**src/rtl/sound1942_pkg.sv**
```systemverilog
// Shared types and constants for the 1942 sound-command path.
// Latency: n/a (package only).
// Backpressure: n/a (package only).
package sound1942_pkg;

  // Latch presenter state: IDLE has no unretired code, PRESENT holds one.
  typedef enum logic {
    ST_IDLE    = 1'b0,
    ST_PRESENT = 1'b1
  } state_t;

  // Value the latch shows when cleared on retire.
  localparam logic [7:0]  IDLE_CODE  = 8'h00;
  // Sound-CPU address of the command latch; decoded outside this block.
  localparam logic [15:0] LATCH_ADDR = 16'h6000;

endpackage

```
**src/rtl/sound_cmd_fifo.sv**
```systemverilog
// Synchronous FIFO holding queued sound codes behind the latch.
// Latency: push visible at dout/level one cycle later; dout is the head, read combinationally.
// Backpressure: full flag; caller must not push when full nor pop when empty.
// Ports: clk/reset (sync, active-high), push/din, pop/dout, full, empty, level.
module sound_cmd_fifo #(
  parameter int DEPTH = 4,
  parameter int W     = 8
) (
  input  logic                       clk,
  input  logic                       reset,
  input  logic                       push,
  input  logic [W-1:0]               din,
  input  logic                       pop,
  output logic [W-1:0]               dout,
  output logic                       full,
  output logic                       empty,
  output logic [$clog2(DEPTH):0]     level
);
  localparam int AW = $clog2(DEPTH);

  logic [W-1:0] mem_q [DEPTH];
  // Pointers carry one extra wrap bit so full and empty are distinguishable.
  logic [AW:0]  wr_q, rd_q;

  always_ff @(posedge clk) begin
    if (reset) begin
      wr_q <= '0;
      rd_q <= '0;
    end else begin
      if (push) wr_q <= wr_q + 1'b1;
      if (pop)  rd_q <= rd_q + 1'b1;
    end
  end

  always_ff @(posedge clk) begin
    if (push) mem_q[wr_q[AW-1:0]] <= din;
  end

  assign dout  = mem_q[rd_q[AW-1:0]];
  assign level = wr_q - rd_q;
  assign empty = (wr_q == rd_q);
  assign full  = (level == (AW+1)'(DEPTH));

endmodule

```
**src/rtl/sound_cmd_writer.sv**
```systemverilog
// Queues main-CPU sound codes and presents them one at a time on the sound-CPU latch.
// Latency: write in IDLE shows on latch_dout next cycle; next code shows the cycle after the final read ends.
// Backpressure: cmd_ready low when FIFO full; writes while full are dropped and set sticky overflow.
// Ports: clk/reset (sync, active-high); cmd_we/cmd_data/cmd_ready write side;
//        latch_cs/latch_rd/latch_dout/latch_valid sound-CPU side; fifo_level, overflow status.
module sound_cmd_writer
  import sound1942_pkg::*;
#(
  parameter int DEPTH      = 4,
  parameter int HOLD_READS = 1,
  parameter int IDLE_CLEAR = 0
) (
  input  logic                     clk,
  input  logic                     reset,
  input  logic                     cmd_we,
  input  logic [7:0]               cmd_data,
  output logic                     cmd_ready,
  input  logic                     latch_cs,
  input  logic                     latch_rd,
  output logic [7:0]               latch_dout,
  output logic                     latch_valid,
  output logic [$clog2(DEPTH):0]   fifo_level,
  output logic                     overflow
);
  localparam logic [3:0] HOLD = 4'(HOLD_READS);

  state_t     state_q, state_d;
  logic [3:0] cnt_q, cnt_d;
  logic [7:0] latch_q, latch_d;
  logic       s_q, overflow_q;

  logic       s, rd_done, bypass;
  logic       fifo_push, fifo_pop, fifo_full, fifo_empty;
  logic [7:0] fifo_dout;

  // A read completes when the decoded strobe falls, so a long read counts once
  // and the latch can only move while the sound CPU is not sampling it.
  assign s       = latch_cs & latch_rd;
  assign rd_done = s_q & ~s;

  always_comb begin
    state_d  = state_q;
    cnt_d    = cnt_q;
    latch_d  = latch_q;
    fifo_pop = 1'b0;
    bypass   = 1'b0;
    case (state_q)
      ST_IDLE: begin
        // Leftover queue entries go first; a write then queues behind them.
        if (!fifo_empty) begin
          fifo_pop = 1'b1;
          latch_d  = fifo_dout;
          cnt_d    = '0;
          state_d  = ST_PRESENT;
        end else if (cmd_we) begin
          bypass  = 1'b1;
          latch_d = cmd_data;
          cnt_d   = '0;
          state_d = ST_PRESENT;
        end
      end
      ST_PRESENT: begin
        if (rd_done) begin
          if (cnt_q + 4'd1 == HOLD) begin
            cnt_d = '0;
            if (!fifo_empty) begin
              fifo_pop = 1'b1;
              latch_d  = fifo_dout;
            end else begin
              state_d = ST_IDLE;
              if (IDLE_CLEAR != 0) latch_d = IDLE_CODE;
            end
          end else begin
            cnt_d = cnt_q + 4'd1;
          end
        end
      end
      default: state_d = ST_IDLE;
    endcase
  end

  // Full is judged on registered state: a same-cycle pop does not make room.
  assign fifo_push = cmd_we & ~bypass & ~fifo_full;

  always_ff @(posedge clk) begin
    if (reset) begin
      state_q    <= ST_IDLE;
      cnt_q      <= '0;
      latch_q    <= IDLE_CODE;
      s_q        <= 1'b0;
      overflow_q <= 1'b0;
    end else begin
      state_q <= state_d;
      cnt_q   <= cnt_d;
      latch_q <= latch_d;
      s_q     <= s;
      if (cmd_we && !bypass && fifo_full) overflow_q <= 1'b1;
    end
  end

  sound_cmd_fifo #(.DEPTH(DEPTH), .W(8)) u_fifo (
    .clk   (clk),
    .reset (reset),
    .push  (fifo_push),
    .din   (cmd_data),
    .pop   (fifo_pop),
    .dout  (fifo_dout),
    .full  (fifo_full),
    .empty (fifo_empty),
    .level (fifo_level)
  );

  assign cmd_ready   = ~fifo_full;
  assign latch_dout  = latch_q;
  assign latch_valid = (state_q == ST_PRESENT);
  assign overflow    = overflow_q;

endmodule

```
**config.mk**
```make
export PLATFORM = sky130hd
export DESIGN_NAME = sound_cmd_writer
export DESIGN_NICKNAME = d
export VERILOG_FILES = /design/src/rtl/sound1942_pkg.sv /design/src/rtl/sound_cmd_fifo.sv /design/src/rtl/sound_cmd_writer.sv
export SDC_FILE = /design/constraint.sdc
export NUM_CORES = 1
export LEC_CHECK = 0
export ABC_AREA = 1
export CORE_UTILIZATION = 55
export DETAILED_ROUTE_END_ITERATION = 8
export PLACE_DENSITY_LB_ADDON = 0.2
export SLEW_MARGIN = 15
export SYNTH_ARGS = -nofsm -noshare
export SYNTH_HDL_FRONTEND = slang
export SYNTH_SLANG_ARGS = --single-unit
```
**constraint.sdc**
```tcl
create_clock -name clk -period 2.5 [get_ports clk]
set_input_delay 0.375 -clock clk [delete_from_list [all_inputs] [get_ports clk]]
set_output_delay 0.375 -clock clk [all_outputs]
set_load 0.005 [all_outputs]
```
==> results of run 1 <==
[area by class of cell]
class / count / area [sq um] / share of cell area (%)
Multi-Input combinational cell: 211 / 1045 / 32.54
Clock buffer: 6 / 72.57 / 2.260
Inverter: 71 / 266.5 / 8.301
Tap cell: 67 / 83.83 / 2.611
Clock inverter: 2 / 38.79 / 1.208
Timing Repair Buffer: 29 / 281.5 / 8.769
Sequential cell: 55 / 1423 / 44.31
[state kept, by name (all words and copies together), names as in the netlist, named ones only]
name	flops
latch_valid	1
latch_dout	8
u_fifo.rd_q	3
u_fifo.mem_q	32
u_fifo.wr_q	3
s_q	1
overflow	1
cnt_q	4
[worst max-delay path: cells and delay by family (launching register included)]
kind          cells  cell delay [ns]
simple gates      2             0.28
flops             1             0.34
fa+ha+maj         2             0.73
buf+inv           2             0.37
[cell usage after synthesis]
cell | count | area (sq um)
xor2_1 | 1 | 8.760
buf_4 | 2 | 15.01
buf_6 | 1 | 11.26
inv_1 | 66 | 247.7
nor2_4 | 1 | 11.26
fa_1 | 1 | 20.02
a211oi_1 | 1 | 7.510
nand2_4 | 1 | 11.26
dfxtp_1 | 23 | 460.4
o21ai_0 | 4 | 20.02
buf_2 | 2 | 10.01
nor2_2 | 1 | 6.260
a31oi_1 | 1 | 6.260
a21oi_1 | 6 | 30.03
nor2_1 | 42 | 157.7
nand2_1 | 99 | 371.6
nand3_4 | 1 | 17.52
nand2_2 | 5 | 31.28
nand3_2 | 5 | 50.05
buf_1 | 1 | 3.750
nand3_1 | 28 | 140.1
edfxtp_1 | 32 | 960.9
nand4_1 | 3 | 18.77
nand3b_2 | 1 | 11.26
nor3_1 | 1 | 5.000
clkbuf_1 | 3 | 11.26
inv_2 | 5 | 18.77
ha_1 | 9 | 112.6
[metal layers]
metal,global-route usage [%],vias up,share of wire [%]
met4,10.24,0,2.2
met3,3.729,9,2.8
met5,0,-,0
li1,-,1111,-
met1,25.58,955,47
met2,36.93,38,48
[final timing paths]
| kind | slack (ns) | cells past startpoint | end |
|---|---|---|---|
| worst max-delay path | 0.10 | 6 | cmd_ready |
| worst min register to register | 0.49 | 2 | latch_dout[6] |
| worst max register to register | 0.19 | 7 | u_fifo.mem_q[0][0] |
| worst min-delay path | 0.49 | 2 | latch_dout[6] |
[where the power goes]
group / switching, W / total, W / internal (W)
clock network: 0.000288 / 0.000591 / 0.000303
registers: 0.000121 / 0.00131 / 0.00118
logic: 0.00107 / 0.00176 / 0.000693
total: 0.00148 / 0.00366 / 0.00218
[layout by cell type, fill, tap and decap left out, types with 2 or more instances in the layout]
cell,netlist,layout
nor2_1,42,41
clkdlybuf4s50_1,0,25
edfxtp_1,32,32
a21oi_1,6,6
nand2_2,5,6
nor2_2,1,2
clkbuf_8,0,5
nand3_1,28,28
dfxtp_1,23,22
ha_1,9,9
nand4_1,3,3
o21ai_0,4,4
nand2_1,99,98
inv_2,5,5
buf_4,2,3
nand3_2,5,5
inv_1,66,66
[stage by stage]
step	instances	total power, W
final	441	0.003658
after global placement	432	0.003034
after CTS	440	0.003649
after floorplan	346	0.002571
after global routing	441	0.004004
after detailed placement	432	0.003061
[cells by family (layout without fill, tap and decap cells)]
family | count (synthesis) | in the layout | share of synthesized area (%)
buffers and inverters | 80 | 108 | 11.45
flip-flops | 55 | 55 | 51.19
AND/OR/NAND/NOR | 188 | 188 | 29.97
AO/OA/AOI/OAI | 12 | 12 | 2.299
XOR/XNOR | 1 | 1 | 0.3155
adder cells (fa/ha/maj) | 10 | 10 | 4.777
[repair_timing]
action / 4_1_cts / 5_1_grt
gates resized for setup: 2 / 3
setup endpoints to repair: 1 / 18
setup buffers: 0 / 1
hold endpoints to repair: 0 / 0
hold buffers: 0 / 0
==> summary.md, run 1 <==
| Metric | Value |
|---|---|
| Outcome | finished clean |
| Register area share after synthesis | 51.19% |
| Final worst setup slack | 0.1046 ns |
| Min cycle time layout | 2.395 ns |
| Post-detail-place hpwl | 3.708 mm |
| Final Hold Fails | 0 |
| Ant diodes | 0 |
| CTS sink cnt | 55 |
| First-pass GRT wire length | around 8.4 mm |
| Vias in the first global route | just under 2000 |
| Max cap viols | 0 |
| H-tree lvl count | 2 |
| GRT Total Usage | 21.32% |
| Slew Viols, Final | 0 |
| WL final | 5.086 mm |
| Crit path DAT | a little over 2 ns |
| VDD IR-drop max | 0.0008953 V |
| Starting Density | 58.01% |
| Worst hold path type | reg -> reg |
| Worst setup path start | u_fifo.wr_q[0] |
| ANT nets after route | 0 |
| Slew @ Worst Pin | 0.6532 ns |
| Worst hold slack | 0.4865 ns |
| CP Capture Type | output pin |
| GRT overflow | 0 |
| Clk_skew | approximately 0.0055 ns |
| Nets | 396 |
| CP max FO | 4 |
| Pin count of the biggest net entering global routing | 18 |
| Period Utilization, post-route | 95.81% |
| Die Wd | 73.05 um |
| Hold Crit Start | latch_dout[6] |
| Crit Path Class | reg -> out |
| Root Buffer | clkbuf_8 |
| Ys Warns | 0 |
| Synth unique cells | 28 |
| Setup TNS | 0 ns |
| Syn Inst Count | 346 |
| Clk_lat worst skew | 0.31 ns |
| # DRC | 0 |
| # setup viols final | 0 |
| Drt wl/cell | 11.53 um |
| Cells along the critical path | inv_1 -> ha_1 -> fa_2 -> nand2_1 -> nand3b_2 -> dlygate4sd2_1 |
| CTS Buf Count | 5 |
| Drt pass-1 iters | 4 |
| Final Core Density | between 60% and 70% |
| Power per Cell Area | 1139 nW/um^2 |
| Worst-path clk slew | 0.10 ns |
| CP peak stage delay | 0.53 ns |
| Initial DRC count | between 60 and 70 |
| LEAKAGE | 1.550 nW |
| Crit-path slowest cell | fa_2 |
| Vias per inst | 4.791 |
| CORE AREA | around 4800 sq um |
| Worst slew margin | around 56% |
| Design area | 3211 sq um |
| Worst endpoint required time | 2.12 ns |
| Die area | ~5300 sq um |
| R2R Path Start | u_fifo.wr_q[0] |
| Syn_nets | 369 |
| Cell row count | 25 |
| Pre-CTS setup slack | 0.08037 ns |
| Max Root-Sink Buffers | 2 |
| F_max | around 420 MHz |
| Initial antenna violation count | 0 |
| Syn Area/Cell | 8.024 sq um |
| Crit path launch type | flop |
| CTS tree | built |
| Die H | about 73 um |
| Unrepaired setup endpoints after global routing | no |
| # port buffers | 26 |
| Seq cells post-synth | 55 |
| Placed instance area | 3084 sq um |
| Fill count | about 420 |
| Post-Syn Area | roughly 2800 sq um |
| Layout cell share with drive strength beyond 1 | 9.091% |
| Routed vias | 2113 |
| Layout area overhead | 15.64% |
| I/O Pins | 27 |
| Final Wtd Congestion | 0.8081 |
Power figures use the tool's default switching activity.
==> inputs of run 2 (changes only) <==
--- a/config.mk
+++ b/config.mk
@@ -6,9 +6,10 @@
 export NUM_CORES = 1
 export LEC_CHECK = 0
 export ABC_AREA = 1
+export CAP_MARGIN = 20
 export CORE_UTILIZATION = 55
 export DETAILED_ROUTE_END_ITERATION = 8
-export PLACE_DENSITY_LB_ADDON = 0.2
+export PLACE_DENSITY_LB_ADDON = 0.25
 export SLEW_MARGIN = 15
 export SYNTH_ARGS = -nofsm -noshare
 export SYNTH_HDL_FRONTEND = slang
==> summary.md, run 2 (synthesis gave the netlist of run 1 again) <==
| Metric | Value |
|---|---|
| # setup viols final | 0 (unchanged) |
| Drt pass-1 iters | 4 (unchanged) |
| Worst hold path cell count | 2 (unchanged) |
| Layout cell share with drive strength beyond 1 | 9.115% (+0.024 points) |
| Max cap viols | 0 (unchanged) |
| Nets | 395 (-0.25%) |
| Root Buffer | clkbuf_8 |
| Worst setup path start | u_fifo.wr_q[0] |
| CTS Buf Count | 5 (unchanged) |
| VDD IR-drop max | 0.001103 V (+23%) |
| GRT Total Usage | 21.41% (+0.089 points) |
| Min cycle time layout | 2.438 ns (+0.04266 ns) |
| Vias in the first global route | 2015 (+3.5%) |
| Drt wl/cell | 11.24 um (-2.5%) |
| Most frequent cells in the layout | nand2_1 (98), inv_1 (66), nor2_1 (40), edfxtp_1 (32), nand3_1 (28) |
| CTS tree | built |
| Ant diodes | 0 (unchanged) |
| F_max | 410.2 MHz (-1.7%) |
| Final Wtd Congestion | 0.8356 (+3.4%) |
| Crit-path slowest cell | fa_1 |
| # port buffers | 26 (unchanged) |
| Pin count of the biggest net entering global routing | 20 (+2) |
| Max reg flops | 32 (unchanged) |
| RR Endpoint | u_fifo.mem_q[2][4] |
| CTS sink cnt | 55 (unchanged) |
| Layout area overhead | 15.64% (unchanged) |
| Crit path depth | 6 (unchanged) |
| R2R depth | 7 (unchanged) |
| CP top delay family | adder cells |
| Non-Filler Instances | 440 (-0.23%) |
| Power per Cell Area | 1141 nW/um^2 (+0.14%) |
| LEAKAGE | 1.550 nW (about the same) |
| CP max FO | 4 (unchanged) |
| Worst endpoint required time | 2.12 ns (about the same) |
| Setup crit end | cmd_ready |
| Leading cell type in the layout, fill and taps excluded | nand2_1 |
| Outcome | finished clean |
| Worst hold slack | 0.4877 ns (+0.001276 ns) |
| # DRC | 0 (unchanged) |
| Crit path DAT | 2.06 ns (+0.04 ns) |
| Worst-path clk slew | 0.10 ns (about the same) |
| Cells after DPL | 432 (unchanged) |
| Clk_skew | 0.007662 ns (+0.002181 ns) |
| Crit Path Class | reg -> out |
| CP peak stage delay | 0.52 ns (about the same) |
| Initial DRC count | 69 (+7.8%) |
| Clk_lat worst skew | 0.32 ns (about the same) |
| Cells along the critical path | inv_1 -> ha_1 -> fa_1 -> nand2_1 -> nand3b_2 -> dlygate4sd2_1 |
| Initial antenna violation count | 0 (unchanged) |
| ANT nets after route | 0 (unchanged) |
| Slew Viols, Final | 0 (unchanged) |
| Die H | 73.05 um (unchanged) |
| Slew @ Worst Pin | 0.6382 ns (-0.01506 ns) |
| CORE AREA | 4786 sq um (unchanged) |
| H-tree lvl count | 2 (unchanged) |
| GRT overflow | 0 (unchanged) |
| Die area | 5336 sq um (unchanged) |
| Routed vias | 2083 (-1.4%) |
| Die Wd | 73.05 um (unchanged) |
| Starting Density | 58.01% (unchanged) |
| I/O Pins | 27 (unchanged) |
| Final Hold Fails | 0 (unchanged) |
| R2R Path Start | u_fifo.wr_q[0] |
| First-pass GRT wire length | 8.583 mm (+2.2%) |
| Period Utilization, post-route | 97.52% (+1.7 points) |
| Unrepaired setup endpoints after global routing | yes |
| Cell row count | 25 (unchanged) |
| Max Root-Sink Buffers | 2 (unchanged) |
| Final Core Density | 67.09% (unchanged) |
| CP Capture Type | output pin |
| R2R setup slack | 0.13 ns (-0.06 ns) |
| Worst hold path type | reg -> reg |
| Vias per inst | 4.734 (-1.2%) |
| Worst slew margin | 57.30% (+1.0 points) |
| Crit path launch type | flop |
| Post-detail-place hpwl | 3.647 mm (-1.7%) |
| Buf/Inv on CP | 2 (unchanged) |
| WL final | 4.946 mm (-2.8%) |
[run 2: tightest hold or removal path, cell delays in order, from the launching register on]
cell and delay (ns):
dfxtp_1 0.32, nor2_1 0.09, nor2_1 0.05
[run 2: stage by stage]
stage	total power, W	TNS (ns)	cell area [sq um]	setup WS [ns]
final	0.003663	0	3211	0.06199
after floorplan	0.002571	0	2776	0.3617
after CTS	0.003670	0	3203	0.03127
after global routing	0.004029	-0.2865	3211	-0.04050
after global placement	0.003022	0	3084	0.1555
after detailed placement	0.003053	0	3084	0.03235
[run 2: worst min-delay path by stage]
stage | from | end | slack, ns
3_3_place_gp | latch_dout[6] | latch_dout[6] | 0.46
5_1_grt | latch_dout[6] | latch_dout[6] | 0.51
6_report | latch_dout[6] | latch_dout[6] | 0.49
2_1_floorplan | overflow | overflow | 0.46
4_1_cts | latch_dout[6] | latch_dout[6] | 0.49
3_5_place_dp | latch_dout[6] | latch_dout[6] | 0.47
[run 2: final cells by class]
type	count	area [sq um]
fillers	417	1575
flip-flops and latches	55	1423
well taps	67	83.83
clock inverters	3	50.05
multi-input cells	211	1045
inverters	71	266.5
repair buffers	28	274.0
clock buffers	5	68.82
[run 2: layer usage]
layer  global-route usage (%)  wire length (um)
met1                    25.58              2373
met2                    36.01              2295
met3                    4.282               147
met4                    11.98               131
met5                        0                 0
[run 2: repair_timing]
action	4_1_cts	5_1_grt
buffers inserted	0	0
cloned	0	0
gates resized for setup	2	3
hold buffers	0	0
endpoints found under the hold margin	0	0
setup endpoints to repair	2	18
[run 2: power by group]
part / switching, W / internal, W
sequential: 0.000120 / 0.00118
clock: 0.000318 / 0.000309
combinational: 0.00105 / 0.000682
==> inputs of run 3 (changes only) <==
--- a/config.mk
+++ b/config.mk
@@ -7,8 +7,10 @@
 export LEC_CHECK = 0
 export ABC_AREA = 1
 export CAP_MARGIN = 20
+export CORE_MARGIN = 10
 export CORE_UTILIZATION = 55
 export DETAILED_ROUTE_END_ITERATION = 8
+export DONT_BUFFER_PORTS = 1
 export PLACE_DENSITY_LB_ADDON = 0.25
 export SLEW_MARGIN = 15
 export SYNTH_ARGS = -nofsm -noshare
==> summary.md, run 3 (synthesis gave the netlist of run 1 again) <==
| Metric | Value |
|---|---|
| Ant diodes | 0 (unchanged) |
| Drt wl/cell | 13.29 um (+18%) |
| CP Capture Type | flop |
| Slew @ Worst Pin | 0.6449 ns (+0.006773 ns) |
| Setup TNS | 0 ns (unchanged) |
| Cells along the critical path | inv_1 -> ha_1 -> fa_1 -> nand2_1 -> nand3b_2 -> nand2_2 -> nor2_1 |
| Post-detail-place hpwl | 4.125 mm (+13%) |
| Die Wd | 91.05 um (+25%) |
| Initial DRC count | 141 (+100%) |
| Period Utilization, post-route | 97.12% (-0.40 points) |
| Max reg flops | 32 (unchanged) |
| Crit path launch type | flop |
| Worst-path clk slew | 0.09 ns (about the same) |
| Die H | 91.05 um (+25%) |
| F_max | 411.9 MHz (+0.41%) |
| Leading cell type in the layout, fill and taps excluded | nand2_1 |
| CP top delay family | simple AND/OR/NAND/NOR gates |
| Pin count of the biggest net entering global routing | 18 (-10%) |
| Crit path DAT | 2.37 ns (+0.31 ns) |
| Routed vias | 2056 (-1.3%) |
| Worst hold path type | in -> reg |
| Root Buffer | clkbuf_8 |
| Final Wtd Congestion | 0.8818 (+5.5%) |
| CP max FO | 8 (+4) |
| Slew Viols, Final | 0 (unchanged) |
| Crit Path Class | reg -> reg |
| # DRC | 0 (unchanged) |
| GRT Total Usage | 13.63% (-7.8 points) |
| CORE AREA | 4817 sq um (+0.65%) |
| CTS tree | built |
| # port buffers | 0 (-100%) |
| Final Core Density | 60.73% (-6.4 points) |
| Clk_skew | 0.008162 ns (+0.0004997 ns) |
| Clk_lat worst skew | 0.31 ns (about the same) |
| VDD IR-drop max | 0.0008157 V (-26%) |
| CP peak stage delay | 0.53 ns (about the same) |
| Vias per inst | 4.954 (+4.6%) |
| CTS-repair resized insts | 0 (-2) |
| I/O Pins | 27 (unchanged) |
| CTS Buf Count | 5 (unchanged) |
| Power per Cell Area | 1132 nW/um^2 (-0.77%) |
| Drt pass-1 iters | 4 (unchanged) |
| Postcts setup bufs | 0 (unchanged) |
| Worst slew margin | 56.84% (-0.45 points) |
| ANT nets after route | 0 (unchanged) |
| CTS sink cnt | 55 (unchanged) |
| First-pass GRT wire length | 9.218 mm (+7.4%) |
| Placed instance area | 2831 sq um (-8.2%) |
| Max Root-Sink Buffers | 2 (unchanged) |
| WL final | 5.514 mm (+11%) |
| Worst endpoint required time | 2.44 ns (+0.32 ns) |
| Design area | 2925 sq um (-8.9%) |
| Layout area overhead | 5.363% |
| # setup viols final | 0 (unchanged) |
| Vias in the first global route | 1926 (-4.4%) |
| Die area | 8290 sq um (+55%) |
| Hold-fix buffers, CTS | 0 (unchanged) |
| Starting Density | 57.64% (-0.38 points) |
| H-tree lvl count | 2 (unchanged) |
| Worst hold slack | 0.1262 ns (-0.3616 ns) |
| Buf/Inv on CP | 1 (-1) |
| Final Total Pwr | 0.003312 W (-9.6%) |
| Most frequent cells in the layout | nand2_1 (99), inv_1 (66), nor2_1 (40), edfxtp_1 (32), nand3_1 (28) |
| Crit-path slowest cell | nor2_1 |
| Cell row count | 25 (unchanged) |
| Max cap viols | 0 (unchanged) |
| Unrepaired setup endpoints after global routing | yes |
| Nets | 370 (-6.3%) |
| Outcome | finished clean |
| Initial antenna violation count | 0 (unchanged) |
| LEAKAGE | 1.438 nW (-7.2%) |
| GRT overflow | 0 (unchanged) |
| Final Hold Fails | 0 (unchanged) |
| Layout cell share with drive strength beyond 1 | 9.195% (+0.080 points) |
| Min cycle time layout | 2.428 ns (-0.01002 ns) |
==> run 3: area by class of cell <==
class | count | area, sq um
clock buffer | 5 | 68.82
clock inverter | 3 | 20.02
fill | 453 | 1892
inverter | 71 | 266.5
multi-input combinational | 211 | 1042
sequential | 55 | 1421
tap | 67 | 83.83
timing repair buffer | 3 | 22.52
==> run 3: path summary, 6_finish.rpt <==
kind                                startpoint            endpoint  slack, ns  cells past startpoint
worst max-delay path            u_fifo.wr_q[0]  u_fifo.mem_q[3][4]       0.07                      7
worst min-delay path                     reset            cnt_q[1]       0.13                      1
worst max register to register  u_fifo.wr_q[0]  u_fifo.mem_q[3][4]       0.07                      7
worst min register to register   latch_dout[2]       latch_dout[2]       0.51                      2
==> run 3: where the power goes <==
group / internal [W] / leakage (nW) / switching [W]
Combinational: 0.000509 / 0.915 / 0.00102
Clock: 0.000196 / 0.0418 / 0.000278
Sequential: 0.00118 / 0.481 / 0.000122
==> run 3: per-stage QoR <==
step                instances  setup slack (ns)
floorplan                 346            0.3617
global placement          407            0.1042
detailed placement        407           0.05257
CTS                       415           0.02658
global route              415           -0.1155
finish                    415           0.07200
==> run 3: layer usage <==
layer	track usage [%]	vias up	wire length [um]
met4	5.614	0	115
met3	4.198	11	377
met2	21.24	60	2490
met1	17.14	924	2531
li1	-	1061	-
met5	0	-	0
